`src/rtl/cu_pkg.sv`:
```
// rtl/cu_pkg.sv - shared definitions for the control unit
// Contents: op encodings, FSM state enumeration, IR field positions,
//           default MFC timeout, one-hot register select helper.
package cu_pkg;

   localparam int MFC_TIMEOUT_DEFAULT = 255;

   // IR field positions
   localparam int OP_HI = 15;
   localparam int OP_LO = 12;
   localparam int RD_HI = 11;
   localparam int RD_LO = 10;
   localparam int RS_HI = 9;
   localparam int RS_LO = 8;
   localparam int FN_HI = 7;
   localparam int FN_LO = 5;

   typedef enum logic [3:0] {
      OP_NOP   = 4'd0,
      OP_MOV   = 4'd1,
      OP_ALU   = 4'd2,
      OP_LOAD  = 4'd3,
      OP_STORE = 4'd4,
      OP_IN    = 4'd5,
      OP_OUT   = 4'd6,
      OP_HALT  = 4'd7
   } op_t;

   typedef enum logic [4:0] {
      ST_F0, ST_F1, ST_F2, ST_F3, ST_DECODE,
      ST_MOV,
      ST_A1, ST_A2, ST_A3, ST_A4,
      ST_L1, ST_L2, ST_L3, ST_L4,
      ST_S1, ST_S2, ST_S3,
      ST_I1, ST_I2,
      ST_OUT,
      ST_HALTED,
      ST_FAULT
   } state_t;

   function automatic logic [3:0] reg_sel(input logic [1:0] idx);
      return 4'b0001 << idx;
   endfunction

endpackage

```
`src/rtl/mfc_timer.sv`:
```
// rtl/mfc_timer.sv - counts cycles spent waiting for memory function complete
// Ports: clk, rst (sync, active-high), run (high in a wait state),
//        expired (high on the TIMEOUT-th consecutive wait cycle).
module mfc_timer #(
   parameter int TIMEOUT = 255
) (
   input  logic clk,
   input  logic rst,
   input  logic run,
   output logic expired
);

   localparam int CW = (TIMEOUT < 2) ? 1 : $clog2(TIMEOUT + 1);

   logic [CW-1:0] count;

   // count holds the number of wait cycles already completed, so it reads 0
   // on the first wait cycle; any non-wait cycle clears it.
   always_ff @(posedge clk) begin
      if (rst || !run) begin
         count <= '0;
      end else begin
         count <= count + CW'(1);
      end
   end

   assign expired = run && (count == CW'(TIMEOUT - 1));

endmodule

```
`src/rtl/control_unit.sv`:
```
// rtl/control_unit.sv - hardwired fetch/decode/execute control unit
// Ports: clk, rst (sync, active-high), bus (IR source), MFC (memory done);
//        ALU strobes (opCode, ALUin1/2, ALU_outlach, ALU_outEN),
//        register strobes (G_in, G_out one-hot), PC (PC_EN, pc_inc),
//        I/O (P0_in, P1_in, P1_out), memory (MAR_EN, MDR_EN_write,
//        MDR_EN_read, MDR_out, mem_EN, mem_RW), status (halted, fault, illegal).
module control_unit
   import cu_pkg::*;
#(
   parameter int MFC_TIMEOUT = MFC_TIMEOUT_DEFAULT
) (
   input  logic        clk,
   input  logic        rst,
   input  logic [15:0] bus,
   input  logic        MFC,
   output logic [2:0]  opCode,
   output logic        ALUin1,
   output logic        ALUin2,
   output logic        ALU_outlach,
   output logic        ALU_outEN,
   output logic [3:0]  G_in,
   output logic [3:0]  G_out,
   output logic        PC_EN,
   output logic        pc_inc,
   output logic        P0_in,
   output logic        P1_in,
   output logic        P1_out,
   output logic        MAR_EN,
   output logic        MDR_EN_write,
   output logic        MDR_EN_read,
   output logic        MDR_out,
   output logic        mem_EN,
   output logic        mem_RW,
   output logic        halted,
   output logic        fault,
   output logic        illegal
);

   state_t      state;
   state_t      state_next;
   logic [15:0] ir;
   op_t         op;
   logic [1:0]  rd;
   logic [1:0]  rs;
   logic [2:0]  fn;
   logic        waiting;
   logic        expired;
   logic        unused_ir_bits;

   assign op             = op_t'(ir[OP_HI:OP_LO]);
   assign rd             = ir[RD_HI:RD_LO];
   assign rs             = ir[RS_HI:RS_LO];
   assign fn             = ir[FN_HI:FN_LO];
   assign unused_ir_bits = ^ir[4:0];

   assign waiting = (state == ST_F1) || (state == ST_L2) || (state == ST_S3);

   mfc_timer #(
      .TIMEOUT (MFC_TIMEOUT)
   ) u_mfc_timer (
      .clk     (clk),
      .rst     (rst),
      .run     (waiting),
      .expired (expired)
   );

   always_ff @(posedge clk) begin
      if (rst) begin
         ir <= '0;
      end else if (state == ST_F3) begin
         ir <= bus;
      end
   end

   always_ff @(posedge clk) begin
      if (rst) begin
         state <= ST_F0;
      end else begin
         state <= state_next;
      end
   end

   // MFC is only looked at in the three wait states; a completion on the
   // timeout cycle itself still wins over the fault.
   always_comb begin
      state_next = state;
      case (state)
         ST_F0:     state_next = ST_F1;
         ST_F1: begin
            if (MFC)          state_next = ST_F2;
            else if (expired) state_next = ST_FAULT;
         end
         ST_F2:     state_next = ST_F3;
         ST_F3:     state_next = ST_DECODE;
         ST_DECODE: begin
            case (op)
               OP_NOP:   state_next = ST_F0;
               OP_MOV:   state_next = ST_MOV;
               OP_ALU:   state_next = ST_A1;
               OP_LOAD:  state_next = ST_L1;
               OP_STORE: state_next = ST_S1;
               OP_IN:    state_next = ST_I1;
               OP_OUT:   state_next = ST_OUT;
               OP_HALT:  state_next = ST_HALTED;
               default:  state_next = ST_F0;
            endcase
         end
         ST_MOV:    state_next = ST_F0;
         ST_A1:     state_next = ST_A2;
         ST_A2:     state_next = ST_A3;
         ST_A3:     state_next = ST_A4;
         ST_A4:     state_next = ST_F0;
         ST_L1:     state_next = ST_L2;
         ST_L2: begin
            if (MFC)          state_next = ST_L3;
            else if (expired) state_next = ST_FAULT;
         end
         ST_L3:     state_next = ST_L4;
         ST_L4:     state_next = ST_F0;
         ST_S1:     state_next = ST_S2;
         ST_S2:     state_next = ST_S3;
         ST_S3: begin
            if (MFC)          state_next = ST_F0;
            else if (expired) state_next = ST_FAULT;
         end
         ST_I1:     state_next = ST_I2;
         ST_I2:     state_next = ST_F0;
         ST_OUT:    state_next = ST_F0;
         ST_HALTED: state_next = ST_HALTED;
         ST_FAULT:  state_next = ST_FAULT;
         default:   state_next = ST_F0;
      endcase
   end

   // Outputs decode the registered state and IR only. While rst is applied
   // everything is held quiet so the reset cycle never drives the bus.
   always_comb begin
      opCode       = 3'b000;
      ALUin1       = 1'b0;
      ALUin2       = 1'b0;
      ALU_outlach  = 1'b0;
      ALU_outEN    = 1'b0;
      G_in         = 4'b0000;
      G_out        = 4'b0000;
      PC_EN        = 1'b0;
      pc_inc       = 1'b0;
      P0_in        = 1'b0;
      P1_in        = 1'b0;
      P1_out       = 1'b0;
      MAR_EN       = 1'b0;
      MDR_EN_write = 1'b0;
      MDR_EN_read  = 1'b0;
      MDR_out      = 1'b0;
      mem_EN       = 1'b0;
      mem_RW       = 1'b0;
      halted       = 1'b0;
      fault        = 1'b0;
      illegal      = 1'b0;
      if (!rst) begin
         case (state)
            ST_F0:     begin PC_EN = 1'b1; MAR_EN = 1'b1; end
            ST_F1:     begin mem_EN = 1'b1; mem_RW = 1'b1; end
            ST_F2:     MDR_EN_read = 1'b1;
            ST_F3:     begin MDR_out = 1'b1; pc_inc = 1'b1; end
            ST_DECODE: illegal = (ir[OP_HI:OP_LO] > 4'd7);
            ST_MOV:    begin G_out = reg_sel(rs); G_in = reg_sel(rd); end
            ST_A1:     begin opCode = fn; G_out = reg_sel(rd); ALUin1 = 1'b1; end
            ST_A2:     begin opCode = fn; G_out = reg_sel(rs); ALUin2 = 1'b1; end
            ST_A3:     begin opCode = fn; ALU_outlach = 1'b1; end
            ST_A4:     begin opCode = fn; ALU_outEN = 1'b1; G_in = reg_sel(rd); end
            ST_L1:     begin G_out = reg_sel(rs); MAR_EN = 1'b1; end
            ST_L2:     begin mem_EN = 1'b1; mem_RW = 1'b1; end
            ST_L3:     MDR_EN_read = 1'b1;
            ST_L4:     begin MDR_out = 1'b1; G_in = reg_sel(rd); end
            ST_S1:     begin G_out = reg_sel(rd); MAR_EN = 1'b1; end
            ST_S2:     begin G_out = reg_sel(rs); MDR_EN_write = 1'b1; end
            ST_S3:     begin mem_EN = 1'b1; mem_RW = 1'b0; end
            ST_I1:     P1_in = 1'b1;
            ST_I2:     begin P1_out = 1'b1; G_in = reg_sel(rd); end
            ST_OUT:    begin G_out = reg_sel(rs); P0_in = 1'b1; end
            ST_HALTED: halted = 1'b1;
            ST_FAULT:  fault = 1'b1;
            default:   ;
         endcase
      end
   end

endmodule

```
`config.mk`:
```
export PLATFORM = sky130hd
export DESIGN_NAME = control_unit
export DESIGN_NICKNAME = d
export VERILOG_FILES = /design/src/rtl/cu_pkg.sv /design/src/rtl/mfc_timer.sv /design/src/rtl/control_unit.sv
export SDC_FILE = /design/constraint.sdc
export NUM_CORES = 1
export LEC_CHECK = 0
export ABC_CLOCK_PERIOD_IN_PS = 1900
export BUFFER_PORTS_ARGS = -buffer_cell sky130_fd_sc_hd__buf_2
export CORE_MARGIN = 10
export CORE_UTILIZATION = 49
export CTS_BUF_LIST = sky130_fd_sc_hd__clkbuf_8
export DETAILED_ROUTE_END_ITERATION = 7
export PLACE_DENSITY_LB_ADDON = 0.1
export RECOVER_POWER = 50
export SYNTH_ARGS = -nofsm -noshare
export SYNTH_HDL_FRONTEND = slang
export SYNTH_SLANG_ARGS = --single-unit
```
`constraint.sdc`:
```
create_clock -name clk -period 1.9 [get_ports clk]
set_input_delay 0.285 -clock clk [delete_from_list [all_inputs] [get_ports clk]]
set_output_delay 0.285 -clock clk [all_outputs]
set_load 0.05 [all_outputs]
```
# == After elaboration in Yosys (flattened, before gate mapping) ==
# Memories as Yosys holds them, arrays and structs flattened. A register that Yosys moved wholly into a read port is not among the register bits.
# Index checks and enable logic that the tools add are counted.
# totals
ff_bits,29
rom_bits,40
inputBits,19
n_memories,1
# memory_table
name,depth,width,rd,rd_ports_with_merged_regs,write_ports,line,text
(no name shown),8,5,1,1,0,control_unit.sv:96,case (op)
# op_classes
n_reduce_logical,15
shifts,2
n_eq_ne,22
magnitude_cmp,1
n_addsub,1
muxes,50
# op_table
operator,count
one-hot mux 5 bit (17 select lines),1
== test 5 x 4 -> 1 bit (second input constant),8
two-way mux 1 bit,36
== test 5 bit (second input constant),6
two-way mux 5 bit,5
== test 5 x 3 -> 1 bit (second input constant),4
two-way mux 3 bit,4
two-way mux 4 bit,3
== test 5 x 2 -> 1 bit (second input constant),2
adder 8 x 1 -> 8 bit (second input constant),1
== test 8 bit (second input constant),1
one-hot mux 4 bit (2 select lines),1
OR reduction 2 bit,4
OR reduction 4 bit,2
<< shifter 1 x 2 -> 4 bit (first input constant),2
OR reduction 3 bit,2
== test 5 x 1 -> 1 bit (second input constant),1
zero test 5 bit,1
OR reduction 5 bit,1
greater-than comparator 4 x 3 -> 1 bit (second input constant),1
logical OR 1 bit,3
logical AND 1 bit,1
zero test 1 bit,1

# == Logic depth before layout (Yosys ltp) ==
# logic_depth
depth_word,7
ltp_mapped,7
ltp_nobuf,6

# == Cells and area by module ==
# A second synthesis with hierarchy kept.
# hier_totals
cells_unflattened,238
hier_area_um2,1863.0
# modules_own_cells
module,area_each_um2,cells_each,n_inst,seq_area_each_um2
control_unit,1531.5,200,1,420.4
mfc_timer,331.6,38,1,160.2

# == Least setup slack after synthesis ==
# Ideal clock, no wire load.
# synth_timing
path_kind,register to output
from,register state[4]
to,output port PC_EN
n_path_buf,2
path_slack_ps,-963
required_ps,1615
arrival_ps,2578
stages_incl_launch_ff,5
cell_sequence,dfxtp_1 buf_2 or2_2 clkbuf_1 nor4b_1
# synth_via
elab_chain_cells,3
# synth_rtl
element,line,text
"start, declared",control_unit.sv:39,state_t state;
"start signal, assigned",control_unit.sv:79,state <= state_next;
zero test 5 bit,control_unit.sv:160,case (state)
two-way mux 1 bit,control_unit.sv:160,
two-way mux 1 bit,control_unit.sv:159,if (!rst) begin
"end, declared",control_unit.sv:23,"output logic PC_EN,"
# Every way passes these cells.

# == Final worst setup path ==
# layout_timing
from,register state[3]
to,output port G_in[0]
# layout_via
elab_chain_cells,4
word_cells_on_any_way,7
# layout_rtl
element,line,text
"== test 5 x 4 -> 1 bit, or another cell as far along",control_unit.sv:160,
OR reduction 4 bit (no source line) *,--,
two-way mux 4 bit *,--,
two-way mux 4 bit *,control_unit.sv:159,
"end, declared",control_unit.sv:21,"output logic [3:0] G_in,"
# Mark *: on every way between the ends. The rest lies on a longest branch, timed or not.

==> run summary <==
Final Net Count: 340
setup slack after layout: -0.134 ns
crit end category: output pin
worst-case reg-to-reg path depth: 6
Synth top cells by count: nor2_1, dfxtp_1, nand2_1
filler-free cell count of the finished design: 361
dpl cells: 339
hold buffers post-CTS: 0
post-route ant nets: 0
sw frac: 29.8%
number of hold violations in the final report: 0
Seq cells post-synth: 29
Post-synth ARST share: 0%
ant diodes: 0
post-DP HPWL: 3.61 mm
critical-path maximum fanout: 4
Crit-path slowest cell: or3b_4
CTS clk-pin slew, worst paths: 0.06 ns
Synthesized Nets: 258
multiplexer area fraction after synthesis: 4.48%
drt pass-1 iters: 5
unrepaired setup endpoints after global routing: true
Synth Instances: 233
LEAKAGE: 0.00121 uW
GRT Total Usage: 17.4%
Via-to-Cell Ratio: 5.76
Clock Latency Late Sink: 0.28 ns
Ports: 48
fin area: 0.00301 mm^2
clock group share of total power: 34.0%
Seq pwr share: 42.9%
leading register cell type out of synthesis: dfxtp_1
Placement Cell Area: 0.00244 mm^2
CP bufs+invs: 1
vias in the first global route: 1907
Yosys cell types: 48
root buffer cell: clkbuf_8
total gr overflow: 0
P per Cell Area: 498 mW/mm^2
Arr. time, crit path: 1.75 ns
Peak Freq: 492 MHz
largest net degree at the start of global routing: 24
Worst VDD drop: 0.620 mV
CTS buffer count: 5
Place WS: -0.0510 ns
CTS tree: yes
core area: 0.00339 mm^2
worst hold margin: 0.239 ns
Final Max Slew Viols: 0
worst hold endpoint: ir[5]
post-synth design cell area: 0.00176 mm^2
Slew @ Worst Pin: 0.498 ns
slowest stage delay, CP: 0.45 ns
Initial Util: 51.9%
worst hold start: bus[5]
Simple-Gate Fraction of Synth Area: 36.1%
H-Tree Depth: 2
Synth Area in XOR/XNOR: 3.99%
largest family of logic cells by synthesized area: simple AND/OR/NAND/NOR gates
First DRT Iteration DRCs: 162
Critical Path Source Type: flop
critical path type: reg -> out
fin crit period: 2.03 ns
Tcrit/Tclk final: 107%
hold path depth: 3
Final Skew: 0.00707 ns
GPL Wtd Cong: 0.835
outcome: finished, violations left
count of flip-flops with a built-in enable after synthesis: 0
failing checks: negative setup slack
clock sinks: 29
sequential area share after synthesis: 33.0%
Hold Crit Class: in -> reg
post-synth top area share: 33.0%
worst-path cell chain: or3b_4 -> nor2_4 -> nor2_2 -> nor4_4 -> buf_6
Port Buf Inserts: 42
# DRC: 0
Max clock buf depth: 2
Net Sw Power: 447 uW
area leader, netlist: dfxtp_1
top post-synthesis cells by area: dfxtp_1, nor2_1, nand2_1
maxcap violations: 0
yosys warns: 0
top-count cell post-synth: nor2_1
Comb power frac: 23.1%
drt wl/cell: 18.8 um
P&R area growth vs syn: 71.4%
post-layout util: 88.9%
Setup violations, final: 13
DR vias: 2079
compound-cell area share of the yosys netlist: 12.9%
chip width: 79.9 um
final wirelength: 6.78 mm
setup slack, reg-to-reg: 0.02 ns
Int Pwr: 1050 uW
Req. time, crit path: 1.62 ns
initial antenna violation count: 0
delay-heaviest family, CP: simple AND/OR/NAND/NOR gates
share of cells above drive strength 1: 49.8%
FP Rows: 21
r2r startpoint: state[3]
syn avg cell area: 7.54 um^2
first-pass GRT wire length: 9.05 mm
Relative slew margins: 66.5%
full die area: 0.00638 mm^2
post-synthesis adder-cell area fraction: 4.27%
Die Height: 79.9 um
-- per-layer routing --
metal	vias to the layer above	GRT usage [%]	part of all wire, %
li1	962	-	-
met1	981	19.5	37
met2	110	29.9	52
met3	26	5.52	7.7
met4	0	6.34	3.7
met5	-	0	0
-- cells in the final DEF, fill, tap and decap left out, drive strengths merged, types with 5 or more instances in the layout --
cell type | Yosys | routed
a21oi | 15 | 15
nor4 | 5 | 5
o21ai | 6 | 6
ha | 6 | 6
nor2 | 34 | 34
clkbuf | 5 | 8
buf | 8 | 86
nor2b | 5 | 5
nor3 | 13 | 13
dfxtp | 29 | 29
nand2b | 11 | 11
nand3 | 5 | 5
xnor2 | 5 | 5
nand2 | 28 | 28
inv | 9 | 10
-- kinds of logic (layout without fill, tap and decap cells) --
group | after synthesis | in the layout
buffers and inverters | 22 | 104
adders and majority gates | 6 | 6
muxes | 7 | 7
DFF | 29 | 29
xor gates and xnor gates | 8 | 8
and+or+nand+nor | 124 | 124
AOI/OAI and AO/OA | 37 | 37
-- repair_timing --
item / in CTS / in global routing
gates resized for setup: 76 / 37
pin swaps: 9 / 11
buffers inserted: 5 / 11
endpoints found under the setup margin: 25 / 26
-- power by group through the flow --
stage | logic, uW | registers (uW) | clock network, uW
after floorplan | 183 | 650 | 0
after global placement | 266 | 657 | 0
after detailed placement | 269 | 658 | 0
after CTS | 303 | 640 | 506
after global routing | 363 | 646 | 531
final | 347 | 644 | 510
-- worst reg2reg max path: stages, from the launching register on --
cell and delay, ns:
dfxtp_4 0.36, buf_6 0.13, nor4_4 0.27, buf_6 0.16, mux2i_4 0.33, ha_4 0.25
mux2_4 0.26
-- through the flow --
stage,TNS (ns),total power (uW)
6_report,-0.609,1500
5_1_grt,-1.56,1540
4_1_cts,-0.231,1450
3_5_place_dp,-0.0912,927
3_3_place_gp,-0.0241,923
2_1_floorplan,-1.85,833
-- how the worst max path moves through the flow --
stage,startpoint,endpoint,depth (start not counted),slack [ns]
4_1_cts,state[3],G_in[0],5,-0.06
5_1_grt,state[3],G_in[0],5,-0.16
3_5_place_dp,state[2],G_out[3],6,-0.05
2_1_floorplan,state[2],P0_in,4,-0.17
3_3_place_gp,state[2],G_out[3],6,-0.02
6_report,state[3],G_in[0],5,-0.13
-- cell type report --
class,instances,area [um^2]
Sequential cell,29,597
Clock inverter,1,3.75
Tap cell,46,57.6
Timing Repair Buffer,88,772
Clock buffer,6,82.6
Multi-Input combinational cell,182,1470
Fill cell,155,377
Inverter,9,33.8
No activity file was read; power rests on OpenSTA's default activity.
